--- src/rtl/modadd_pkg.sv ---
// Shared types for the modular adder/subtractor datapath: the per-bit half-adder
// result that the prefix/carry stages consume, and the default slice count.
package modadd_pkg;

  localparam int HAL_WIDTH_DEFAULT = 1;

  typedef struct packed {
    logic a;
    logic not_a;
    logic b;
    logic not_b;
  } hal_bit_t;

  localparam hal_bit_t HAL_BIT_RESET = '{a: 1'b0, not_a: 1'b1, b: 1'b0, not_b: 1'b1};

  function automatic hal_bit_t hal_eval(input logic x, input logic y);
    hal_bit_t res;
    res.a     = x & y;
    res.not_a = ~(x & y);
    res.b     = x ^ y;
    res.not_b = ~(x ^ y);
    return res;
  endfunction

endpackage

--- src/rtl/hal_bit.sv ---
// One combinational half-adder slice: generate and propagate terms
// together with their complements.
module hal_bit
  import modadd_pkg::*;
(
  input  logic     x,
  input  logic     y,
  output hal_bit_t res
);

  assign res = hal_eval(x, y);

endmodule

--- src/rtl/hal.sv ---
// Registered half-adder cell array: WIDTH independent hal_bit slices feeding
// output registers that load on in_valid and hold otherwise.
module hal
  import modadd_pkg::*;
#(
  parameter int WIDTH = HAL_WIDTH_DEFAULT
) (
  input  logic             clk,
  input  logic             rst_n,
  input  logic             in_valid,
  input  logic [WIDTH-1:0] x,
  input  logic [WIDTH-1:0] y,
  output logic             out_valid,
  output logic [WIDTH-1:0] not_b,
  output logic [WIDTH-1:0] b,
  output logic [WIDTH-1:0] not_a,
  output logic [WIDTH-1:0] a
);

  hal_bit_t         w_slice [WIDTH];
  logic [WIDTH-1:0] w_a;
  logic [WIDTH-1:0] w_not_a;
  logic [WIDTH-1:0] w_b;
  logic [WIDTH-1:0] w_not_b;

  for (genvar i = 0; i < WIDTH; i++) begin : g_slice
    hal_bit u_bit (
      .x   (x[i]),
      .y   (y[i]),
      .res (w_slice[i])
    );
    assign w_a[i]     = w_slice[i].a;
    assign w_not_a[i] = w_slice[i].not_a;
    assign w_b[i]     = w_slice[i].b;
    assign w_not_b[i] = w_slice[i].not_b;
  end

  logic             r_valid;
  logic [WIDTH-1:0] r_a;
  logic [WIDTH-1:0] r_not_a;
  logic [WIDTH-1:0] r_b;
  logic [WIDTH-1:0] r_not_b;

  // Complement registers reset to ones so not_x == ~x holds even in reset.
  always_ff @(posedge clk or negedge rst_n) begin
    if (!rst_n) begin
      r_valid <= 1'b0;
      r_a     <= {WIDTH{HAL_BIT_RESET.a}};
      r_not_a <= {WIDTH{HAL_BIT_RESET.not_a}};
      r_b     <= {WIDTH{HAL_BIT_RESET.b}};
      r_not_b <= {WIDTH{HAL_BIT_RESET.not_b}};
    end else begin
      // NOTE: non-blocking assignments so every register samples pre-edge values.
      r_valid <= in_valid;
      if (in_valid) begin
        r_a     <= w_a;
        r_not_a <= w_not_a;
        r_b     <= w_b;
        r_not_b <= w_not_b;
      end
    end
  end

  assign out_valid = r_valid;
  assign a         = r_a;
  assign not_a     = r_not_a;
  assign b         = r_b;
  assign not_b     = r_not_b;

endmodule

--- config.mk ---
export PLATFORM = sky130hd
export DESIGN_NAME = hal
export DESIGN_NICKNAME = d
export VERILOG_FILES = /design/src/rtl/modadd_pkg.sv /design/src/rtl/hal_bit.sv /design/src/rtl/hal.sv
export SDC_FILE = /design/constraint.sdc
export NUM_CORES = 1
export LEC_CHECK = 0
export CAP_MARGIN = 20
export CELL_PAD_IN_SITES_DETAIL_PLACEMENT = 0
export CELL_PAD_IN_SITES_GLOBAL_PLACEMENT = 1
export CORE_AREA = 2 2 39 41
export DETAILED_ROUTE_END_ITERATION = 8
export DIE_AREA = 0 0 41 43
export PLACE_DENSITY = 0.49
export SYNTH_ARGS = -nofsm -noshare
export SYNTH_HDL_FRONTEND = slang
export SYNTH_SLANG_ARGS = --single-unit
--- constraint.sdc ---
create_clock -name clk -period 1.6 [get_ports clk]
set_clock_uncertainty 0.05 [all_clocks]
set_input_delay 0.16 -clock clk [delete_from_list [all_inputs] [get_ports clk]]
set_output_delay 0.16 -clock clk [all_outputs]
set_load 0.02 [all_outputs]
After elaboration in Yosys (flattened, before gate mapping)
Index checks and enable logic that the tools add are counted.
Widths: inputs -> output; s select.
- output and inout port bits: 5
- input bits: 5
- register bits: 5
- bitwise gates (word level): 4
- operators with widths (kind ; number):
    $not 1->1 ; 2
    $and 1x1->1 ; 1
    $xor 1x1->1 ; 1

Depth between registers and ports, before layout
- depth in word-level cells: 2
- depth in mapped cells: 2
- gate-level depth less buffers: 2

Hierarchy
Synthesis repeated with hierarchy kept, for this count alone.
- cell total of the unflattened synthesis: 13
- area, all modules: 205.2 um^2
- by module, submodules not included (module ; times used ; cells an instance ; area each (um^2) ; seq. area each (um^2)):
    hal ; 1 ; 9 ; 172.7 ; 127.6
    hal_bit ; 1 ; 4 ; 32.5 ; 0.0

Least setup slack after synthesis
OpenSTA, ideal clock, no wires.
- kind: register -> register
- from: register, netlist name a
- to: register r_a (netlist: a)
- buffers on the path: 0
- library setup time: 125 ps
- data required time: 1425 ps
- period minus slack after synthesis: 876 ps
- data arrival time: 701 ps
- path slack: 724 ps
- cell stages (with the launch flop): 2
- path through: dfrtp_1 > mux2_2
- RTL lines (what ; RTL line ; RTL):
    end signal, assigned ; hal.sv:48 ; r_a <= {WIDTH{HAL_BIT_RESET.a}};
    end signal, assigned ; hal.sv:56 ; r_a <= w_a;
    end, declared ; hal.sv:39 ; logic [WIDTH-1:0] r_a;

Final worst setup path
- from: register r_b (netlist: b)
- to: output b
- RTL lines (what ; RTL line ; RTL):
    start, declared ; hal.sv:41 ; logic [WIDTH-1:0] r_b;
    start signal, assigned ; hal.sv:50 ; r_b <= {WIDTH{HAL_BIT_RESET.b}};
    start signal, assigned ; hal.sv:58 ; r_b <= w_b;
    end, declared ; hal.sv:15 ; output logic [WIDTH-1:0] b,
No word-level cell between the ends.

==> results.yml <==
sta:
  finalHoldViolations: 0
  drv_slew: 0
  rsz0062_at_grt: "no"
  layout_min_cycle_time_ns: 1.40
  fin_crit_sh_pct: 87.6
  fmax_mhz: 713
  fin_setup_tns_ns: 0
  setup_viol: 0
  worst_hold_slack_ns: 0.0928
  slew_headroom_pct: 84.1
  worstMarginPinSlew_ns: 0.237
global_routing:
  antenna_found_initial: 0
  grt_usage_pct: 7.06
  grt.overflow.total: 0
  grt_pass1_wl_um: 745
  grt_pass1_vias: 176
  grt_max_degree: 6
setup_path:
  cp_slowest_cell: "clkdlybuf4s50_1"
  worst-path-buf-inv: 1
  critical_path_class: "flip-flop to output pin"
  critPathTopFamily: "buffers and inverters"
  end_kind: "output pin"
  cpPeakStageDelay_ns: 0.60
  required_ns: 1.39
  cp_cell_sequence: "clkdlybuf4s50_1"
  reg2reg_depth: 1
  critPathMaxFanout: 2
  r2r-start: "a"
  regToRegSetupSlack_ns: 0.79
  rr_endpoint: "a"
  start_kind: "flip-flop"
  critPathArrivalTime_ns: 1.19
cts:
  cts_hold_buf: 0
  clk_pin_slew_worst_paths_ns: 0.05
  insertion_delay_ns: 0.24
  cts_resized: 0
  cts_setup_buffers: 0
  cts-root-buf: "clkbuf_4"
  cts.htree.levels: 1
  cts_sinks: 5
  clockBufferDepth: 2
  cts_tree: "yes"
  numCtsBuffers: 3
pwr:
  p_switching_mw: 0.0951
  p_seq_share_pct: 40.3
  cellLeakagePower_nw: 0.170
  power-per-cell-area_mw_per_mm2: 1090
  power.share.clock_pct: 39.7
  combPwrFrac_pct: 20.1
  swShare_pct: 25.4
  ir_worst_vdd_uv: 210
  power_mw: 0.374
  power.internal_mw: 0.279
placement:
  gp_congestion: 0.531
  portBuffers: 9
  numPlacedInstances: 38
min_path:
  min_path_type: "input port to asynchronous set/reset pin"
drt:
  routed_wl_um: 416
  vias: 139
  drt_drc_violations_left: 0
  firstDrtPassIters: 1
  routedWlPerCell_um: 9.90
  ant_nets: 0
  first_iter_violations: 0
  via_per_inst: 3.31
synthesis:
  syn_nets: 20
  synth_cell_types: 6
  synthMuxAreaShare_pct: 21.0
  avgSynthCellArea_um2: 15.6
  synth_area_um2: 203
  synth_top_family_by_area: "multiplexers"
  synthSimpleGateAreaFrac_pct: 0
  seq_area_frac_synth_pct: 63.0
  synth_compound_area_share_pct: 0
  synth_seq_cells: 5
  synth_fa_ha_area_share_pct: 12.3
  synth-xor-area-share_pct: 0
  ys.warnings.count: 0
  syn-instance-count: 13
final_layout:
  syn2layout_area_growth_pct: 69.8
  multiInputGateArea_um2: 67.6
  final_common_cell: "clkdlybuf4s50_1"
  final_util_pct: 24.9
  fillers: 146
  num_antenna_cells: 0
  finalNetCount: 34
  fin_cells: 42
  final_cell_mix: "clkdlybuf4s50_1, dfrtp_1, clkbuf_4"
  layout-drive-gt1-share_pct: 26.9
  regArea_um2: 128
floorplan:
  row_count: 14
  die_area_mm2: 0.00176
  start_util_pct: 14.6
  die_height_um: 43
  dieWidth_um: 41
  ios: 10
  core_area_mm2: 0.00138
run_status:
  status: "finished, final reports clean"
job:
  maxCapViolCount: 0
layout make-up:
cell class / count / area share [%]
Inverter: 2 / 2.18
Multi-Input combinational cell: 6 / 19.6
Clock buffer: 4 / 7.64
Tap cell: 16 / 5.82
Sequential cell: 5 / 37.1
Timing Repair Buffer: 9 / 27.6
flip-flops by register name (all words and copies together) (netlist names):
register and count:
not_b 1, a 1, b 1, not_a 1
out_valid 1
metrics by stage:
step / setup WS [ns] / area [µm²]
after floorplan: 0.724 / 203
after global routing: 0.148 / 344
final: 0.198 / 344
after global placement: 0.251 / 313
after CTS: 0.0229 / 339
after detailed placement: 0.234 / 313
how the worst max path moves through the flow:
stage           from    end  slack (ns)  depth (start not counted)
3_5_place_dp       y      b        0.23                          3
5_1_grt            a      a        0.15                          1
3_3_place_gp       y      b        0.25                          3
2_1_floorplan      a      a        0.72                          1
6_report           b      b        0.20                          1
4_1_cts        not_a  not_a        0.02                          1
power by group through the flow:
stage	logic (mW)	registers, mW	clock network, mW
floorplan	0.0149	0.170	0
global placement	0.0766	0.152	0
detailed placement	0.0775	0.153	0
CTS	0.0778	0.152	0.154
global route	0.0808	0.153	0.166
finish	0.0751	0.151	0.149
logic make-up (layout without fill, tap and decap cells):
| kind of cell | Yosys count | count (layout) |
|---|---|---|
| flops | 5 | 5 |
| fa+ha+maj | 2 | 2 |
| mux | 4 | 4 |
| buf+inv | 2 | 15 |
per-layer routing:
| layer | GRT usage, % | wire [µm] | vias to the layer above | share of wire [%] |
|---|---|---|---|---|
| met4 | 8.00 | 0 | 0 | 0 |
| met1 | 6.19 | 136 | 66 | 33 |
| met3 | 3.66 | 42 | 0 | 10 |
| met2 | 10.0 | 238 | 5 | 57 |
| li1 | - | - | 68 | - |
| met5 | 0 | 0 | - | 0 |
synthesized netlist by cell type:
| cell | instances | area (µm²) |
|---|---|---|
| ha_1 | 2 | 25.0 |
| inv_1 | 2 | 7.51 |
| dfrtp_1 | 3 | 75.1 |
| dfstp_2 | 2 | 52.6 |
| mux2_2 | 2 | 22.5 |
| mux2i_1 | 2 | 20.0 |
(Power assumes the default switching activity.)
